==> src/rtl/iob_soc_sut_bringup_pkg.sv <==
// rtl/iob_soc_sut_bringup_pkg.sv - shared state encoding and counter sizing for the bring-up sequencer
//
// Holds the sequencer state encoding (visible on state_o for debug) and
// the helper that sizes the shared cycle counter from the cycle parameters.
package iob_soc_sut_bringup_pkg;

  localparam int STATE_W = 3;

  typedef enum logic [STATE_W-1:0] {
    ST_IDLE       = 3'd0,
    ST_WAIT_LOCK  = 3'd1,
    ST_PHY_RST    = 3'd2,
    ST_PHY_WAIT   = 3'd3,
    ST_WAIT_CALIB = 3'd4,
    ST_SYS_RST    = 3'd5,
    ST_RUN        = 3'd6,
    ST_FAULT      = 3'd7
  } state_e;

  // Width able to hold the largest of the cycle parameters.
  function automatic int cnt_width(input int a, input int b, input int c, input int d);
    int m;
    m = a;
    if (b > m) m = b;
    if (c > m) m = c;
    if (d > m) m = d;
    return $clog2(m + 1);
  endfunction

endpackage

==> src/rtl/iob_sync.sv <==
// rtl/iob_sync.sv - two-flop synchronizer for a single asynchronous level
//
// Ports:
//   clk_i  destination clock
//   rst_i  synchronous active-high reset, clears both flops
//   d_i    asynchronous input level
//   q_o    synchronized level, two cycles behind d_i
module iob_sync (
  input  logic clk_i,
  input  logic rst_i,
  input  logic d_i,
  output logic q_o
);

  logic meta_q, meta_d;
  logic sync_q, sync_d;

  always_comb begin
    meta_d = d_i;
    sync_d = meta_q;
  end

  always_ff @(posedge clk_i) begin
    if (rst_i) begin
      meta_q <= 1'b0;
      sync_q <= 1'b0;
    end else begin
      meta_q <= meta_d;
      sync_q <= sync_d;
    end
  end

  assign q_o = sync_q;

endmodule

==> src/rtl/iob_soc_sut_bringup_seq.sv <==
// rtl/iob_soc_sut_bringup_seq.sv - supervised board bring-up reset sequencer
//
// Waits for clock lock, pulses the Ethernet PHY reset, waits for DDR
// calibration (optional) and then releases the system reset. Lock loss
// restarts the sequence; a calibration timeout parks the block in FAULT
// until retry_i.
//
// Ports:
//   clk_i         system clock
//   rst_i         synchronous active-high reset
//   pll_locked_i  clock source locked (asynchronous)
//   calib_done_i  DDR calibration complete (asynchronous)
//   retry_i       single-cycle pulse, leaves FAULT
//   sys_rst_o     system reset, active-high
//   phy_resetn_o  Ethernet PHY reset, active-low
//   ready_o       high only in RUN
//   fault_o       high only in FAULT
//   state_o       current state encoding
module iob_soc_sut_bringup_seq
  import iob_soc_sut_bringup_pkg::*;
#(
  parameter int PHY_RST_CYCLES  = 16,
  parameter int PHY_WAIT_CYCLES = 32,
  parameter int CALIB_TIMEOUT   = 1000,
  parameter int SYS_RST_CYCLES  = 10,
  parameter int USE_DDR         = 1
) (
  input  logic               clk_i,
  input  logic               rst_i,
  input  logic               pll_locked_i,
  input  logic               calib_done_i,
  input  logic               retry_i,
  output logic               sys_rst_o,
  output logic               phy_resetn_o,
  output logic               ready_o,
  output logic               fault_o,
  output logic [STATE_W-1:0] state_o
);

  localparam int CNT_W = cnt_width(PHY_RST_CYCLES, PHY_WAIT_CYCLES,
                                   CALIB_TIMEOUT, SYS_RST_CYCLES);

  localparam logic [CNT_W-1:0] PHY_RST_LAST  = CNT_W'(PHY_RST_CYCLES - 1);
  localparam logic [CNT_W-1:0] PHY_WAIT_LAST = CNT_W'(PHY_WAIT_CYCLES - 1);
  localparam logic [CNT_W-1:0] CALIB_LAST    = CNT_W'(CALIB_TIMEOUT - 1);
  localparam logic [CNT_W-1:0] SYS_RST_LAST  = CNT_W'(SYS_RST_CYCLES - 1);

  logic lock_s;
  logic calib_s;

  iob_sync u_lock_sync (
    .clk_i (clk_i),
    .rst_i (rst_i),
    .d_i   (pll_locked_i),
    .q_o   (lock_s)
  );

  iob_sync u_calib_sync (
    .clk_i (clk_i),
    .rst_i (rst_i),
    .d_i   (calib_done_i),
    .q_o   (calib_s)
  );

  state_e           state_q, state_d;
  logic [CNT_W-1:0] cnt_q, cnt_d, cnt_inc;
  logic             sys_rst_q, sys_rst_d;
  logic             phy_resetn_q, phy_resetn_d;
  logic             ready_q, ready_d;
  logic             fault_q, fault_d;

  always_comb begin
    // Saturating increment: the counter never wraps back into a match.
    cnt_inc = (cnt_q == {CNT_W{1'b1}}) ? cnt_q : cnt_q + CNT_W'(1);
    state_d = state_q;
    cnt_d   = cnt_inc;

    case (state_q)
      ST_IDLE: begin
        state_d = ST_WAIT_LOCK;
        cnt_d   = '0;
      end
      ST_WAIT_LOCK: begin
        cnt_d = '0;
        if (lock_s) state_d = ST_PHY_RST;
      end
      ST_PHY_RST: begin
        if (!lock_s) begin
          state_d = ST_WAIT_LOCK;
          cnt_d   = '0;
        end else if (cnt_q == PHY_RST_LAST) begin
          state_d = ST_PHY_WAIT;
          cnt_d   = '0;
        end
      end
      ST_PHY_WAIT: begin
        if (!lock_s) begin
          state_d = ST_WAIT_LOCK;
          cnt_d   = '0;
        end else if (cnt_q == PHY_WAIT_LAST) begin
          state_d = (USE_DDR != 0) ? ST_WAIT_CALIB : ST_SYS_RST;
          cnt_d   = '0;
        end
      end
      ST_WAIT_CALIB: begin
        // Calibration success is checked before the timeout so it wins a tie.
        if (!lock_s) begin
          state_d = ST_WAIT_LOCK;
          cnt_d   = '0;
        end else if (calib_s) begin
          state_d = ST_SYS_RST;
          cnt_d   = '0;
        end else if (cnt_q == CALIB_LAST) begin
          state_d = ST_FAULT;
          cnt_d   = '0;
        end
      end
      ST_SYS_RST: begin
        if (!lock_s) begin
          state_d = ST_WAIT_LOCK;
          cnt_d   = '0;
        end else if (cnt_q == SYS_RST_LAST) begin
          state_d = ST_RUN;
          cnt_d   = '0;
        end
      end
      ST_RUN: begin
        cnt_d = '0;
        if (!lock_s) state_d = ST_WAIT_LOCK;
      end
      ST_FAULT: begin
        cnt_d = '0;
        if (retry_i) state_d = ST_WAIT_LOCK;
      end
    endcase

    // Outputs are decoded from the next state so the registered values
    // line up with state_q on the same cycle.
    sys_rst_d    = 1'b1;
    phy_resetn_d = 1'b0;
    ready_d      = 1'b0;
    fault_d      = 1'b0;
    case (state_d)
      ST_PHY_WAIT, ST_WAIT_CALIB, ST_SYS_RST: phy_resetn_d = 1'b1;
      ST_RUN: begin
        sys_rst_d    = 1'b0;
        phy_resetn_d = 1'b1;
        ready_d      = 1'b1;
      end
      ST_FAULT: fault_d = 1'b1;
      default: ;
    endcase
  end

  always_ff @(posedge clk_i) begin
    if (rst_i) begin
      state_q      <= ST_IDLE;
      cnt_q        <= '0;
      sys_rst_q    <= 1'b1;
      phy_resetn_q <= 1'b0;
      ready_q      <= 1'b0;
      fault_q      <= 1'b0;
    end else begin
      state_q      <= state_d;
      cnt_q        <= cnt_d;
      sys_rst_q    <= sys_rst_d;
      phy_resetn_q <= phy_resetn_d;
      ready_q      <= ready_d;
      fault_q      <= fault_d;
    end
  end

  assign sys_rst_o    = sys_rst_q;
  assign phy_resetn_o = phy_resetn_q;
  assign ready_o      = ready_q;
  assign fault_o      = fault_q;
  assign state_o      = state_q;

endmodule

==> config.mk <==
export PLATFORM = sky130hd
export DESIGN_NAME = iob_soc_sut_bringup_seq
export DESIGN_NICKNAME = d
export VERILOG_FILES = /design/src/rtl/iob_soc_sut_bringup_pkg.sv /design/src/rtl/iob_sync.sv /design/src/rtl/iob_soc_sut_bringup_seq.sv
export SDC_FILE = /design/constraint.sdc
export NUM_CORES = 1
export LEC_CHECK = 0
export CAP_MARGIN = 0
export CORE_UTILIZATION = 54
export CTS_CLUSTER_SIZE = 8
export DETAILED_ROUTE_END_ITERATION = 6
export GPL_TIMING_DRIVEN = 0
export PLACE_DENSITY = 0.77
export SLEW_MARGIN = 20
export SYNTH_ARGS = -nofsm -noshare
export SYNTH_HDL_FRONTEND = slang
export SYNTH_HIERARCHICAL = 1
export SYNTH_SLANG_ARGS = --single-unit
==> constraint.sdc <==
create_clock -name clk_i -period 2.1 [get_ports clk_i]
set_input_delay 0.42 -clock clk_i [delete_from_list [all_inputs] [get_ports clk_i]]
set_output_delay 0.42 -clock clk_i [all_outputs]
set_load 0.005 [all_outputs]
==> flow_summary_export.csv <==
group,metric,value,unit
run_status,status,"complete, no violations",
critical_path,cp-startpoint,"state_o[0]$_SDFF_PP0_",
clocking,clkSinkCount,21,
timing,fmax,501,MHz
clocking,cts_tree,"done",
route,wire_per_inst,12.2,um
floorplan,core,0.00198,sq mm
timing,fin_skew,2.10,ps
timing,min_period,1990,ps
final_layout,postLayoutCellArea,0.00133,sq mm
synth,synth_edf_count,0,
critical_path,crit_type,"reg -> reg",
synth,ys_async_sr_fraction,0,
clocking,clkLatencyLatePin,290,ps
synth,yosys.area_share.simple,0.321,
timing,slew-limit-headroom,0.718,
critical_path,r2r_start,"state_o[0]$_SDFF_PP0_",
critical_path,arrival,2180,ps
synth,synth_nets,138,
critical_path,crit_path_max_fanout,9,
route,viasPerCell,5.92,
synth,synth.top_cell.area_share,0.368,
synth,ys_top_cells_by_area,"dfxtp_1, nor2_1, nand2_1",
route,drtAntennaViolNets,0,
final_layout,layoutNonFillerInstCount,173,
timing,rsz0062_at_grt,"no",
final_layout,fill_cells,157,
synth,synth_xor_area_frac,0.0154,
critical_path,required,2290,ps
final_layout,nets,154,
final_layout,n_antenna_cell,0,
clocking,htree_levels,1,
synth,syn-instance-count,131,
route,first_iter_violations,32,
timing,fin_crit_sh,0.950,
pwr,power_density,478,mW/mm^2
floorplan,die_x,48.0,um
global_routing,grt_usage,0.206,
floorplan,rows,16,
placement,place_inst,169,
global_routing,grt_overflow_total,0,
global_routing,grt_pass1_vias,739,
clocking,holdBufCountCts,0,
timing,hold_viol_final,0,
timing,slew_violations,0,
clocking,clk_path_buf_depth,2,
synth,synth_top_family_by_area,"simple AND/OR/NAND/NOR gates",
synth,synth-compound-area-share,0.196,
global_routing,grt_start_max_net_pins,13,
timing,setup_violations,0,
synth,synthMostInstantiatedCell,"dfxtp_1",
global_routing,grt_pass1_wl,3330,um
clocking,root_buffer,"clkbuf_4",
critical_path,slowest_stage,"or4b_1",
pwr,p_total,0.635,mW
critical_path,slowest_delay,550,ps
placement,placed_area,0.00128,sq mm
critical_path,critical_path.startpoint_type,"register",
synth,synth_common_cells,"dfxtp_1, nor2_1, nand2_1",
pwr,vdd_drop_max,0.000428,V
pwr,leakage,0.451,nW
global_routing,antenna_found_initial,0,
synth,synth.area.mux_share,0.0351,
synth,synth_cell_type_count,46,
route,num_vias,1024,
timing,worst_slew_pin_slew,422,ps
clocking,cts_buffers,3,
critical_path,end_kind,"register",
route,dr.pass1.iters,4,
synth,yosys.area.top_type,"dfxtp_1",
synth,dominantRegCellSynth,"dfxtp_1",
synth,synth_adder_area_share,0.0219,
job,max_cap_viol_count,0,
floorplan,ioPinCount,12,
timing,setup_ws,106,ps
placement,dp_slack,24.8,ps
placement,io_buffers,11,
final_layout,layout-drive-gt1-share,0.151,
worst_hold_path,worstHoldPathType,"reg -> reg",
clocking,clkTransAtPathRegs,110,ps
placement,dp_hpwl,1540,um
route,wl,2120,um
synth,netlist_area,0.00114,sq mm
worst_hold_path,min-delay-start,"u_lock_sync/meta_q$_SDFF_PP0_",
synth,ys_seq_area_frac,0.368,
route,drc_errors,0,
critical_path,crit_chain,"clkbuf_1 > or4b_1 > nor4_1 > o21bai_2 > a21boi_1 > or3_1",
floorplan,initial_utilization,0.576,
synth,synth-seq-cells,21,
synth,syn_avg_cell_area,8.71,sq um
final_layout,area_growth,16.6,%
floorplan,die-area,0.00230,sq mm
placement,place.gp.congestion,0.875,
synth,yosys_warnings,6,
floorplan,fp.dieH,48.0,um
-- cell type report --
type                    count  area [sq um]  area share
well taps                  27          33.8      0.0254
repair buffers             12           118      0.0884
inverters                   3          11.3     0.00847
clock inverters             1          5.00     0.00376
plain buffers               6          32.5      0.0245
clock buffers               3          22.5      0.0169
flip-flops and latches     21           422       0.317
multi-input cells         100           686       0.516
-- worst paths after layout --
check	slack, ps	depth (start not counted)	end
setup reg to reg	110	6	sys_rst_o$_SDFF_PP1_
hold / removal	460	1	u_lock_sync/q_o$_SDFF_PP0_
hold reg to reg	460	1	u_lock_sync/q_o$_SDFF_PP0_
setup / recovery	110	6	sys_rst_o$_SDFF_PP1_
-- what timing repair did --
item,CTS,global route
pin swaps,0,1
setup endpoints to repair,1,12
resized for setup,1,3
buffers inserted,0,1
-- layer usage --
metal	track usage	routed length (um)
met1	0.314	1080
met2	0.300	920
met5	0	0
met3	0.0226	81
met4	0.0667	31
-- critical path, delay by kind of cell, from the launching register on --
family                 cells  cell delay (ps)
flip-flops                 1              330
AND/OR/NAND/NOR            3             1060
buffers and inverters      1              180
AO/OA/AOI/OAI              2              340
-- sequential cells by signal, indices dropped and copies added (netlist names) --
name	count
cnt_q	10
fault_o	1
phy_resetn_o	1
ready_o	1
state_o	3
sys_rst_o	1
u_calib_sync/meta_q	1
u_calib_sync/q_o	1
u_lock_sync/meta_q	1
u_lock_sync/q_o	1
-- where the power goes --
group	internal (mW)	switching, mW
logic	0.0207	0.0198
clock network	0.0708	0.118
registers	0.404	0.00246
-- kinds of logic (layout without fill, tap and decap cells) --
kind of cell | after synthesis | in the layout
simple gates | 65 | 65
mux | 4 | 4
fa+ha+maj | 2 | 2
xor+xnor | 2 | 2
buf+inv | 10 | 25
flops | 21 | 21
compound gates | 27 | 27
-- placed cells by master (no fill, tap or decap), drive strengths merged, types with 2 or more instances in the layout --
master,synthesis,final
o31ai,2,2
or4b,2,2
a31oi,3,3
nor4,2,2
o21ai,2,2
nand3,3,3
clkbuf,4,6
inv,3,3
nand2,12,12
nor4b,2,2
a21oi,3,3
ha,2,2
and2,2,2
a41oi,2,2
mux2i,4,4
nand4,3,3
nand2b,2,2
nor3,2,2
and3,2,2
or2,2,2
nor2,17,17
o211ai,2,2
buf,3,4
a211oi,5,5
nand3b,2,2
clkdlybuf4s50,0,11
or3,2,2
and2b,2,2
nor2b,6,6
dfxtp,21,21
-- stage by stage --
step / TNS [ps] / hold WS (ps) / util
floorplan: 0 / 414 / -
global placement: -5.05 / 422 / 0.648
detailed placement: 0 / 442 / 0.648
CTS: 0 / 465 / 0.665
global route: 0 / 478 / 0.671
finish: 0 / 460 / 0.671
Power figures use the tool's default switching activity.
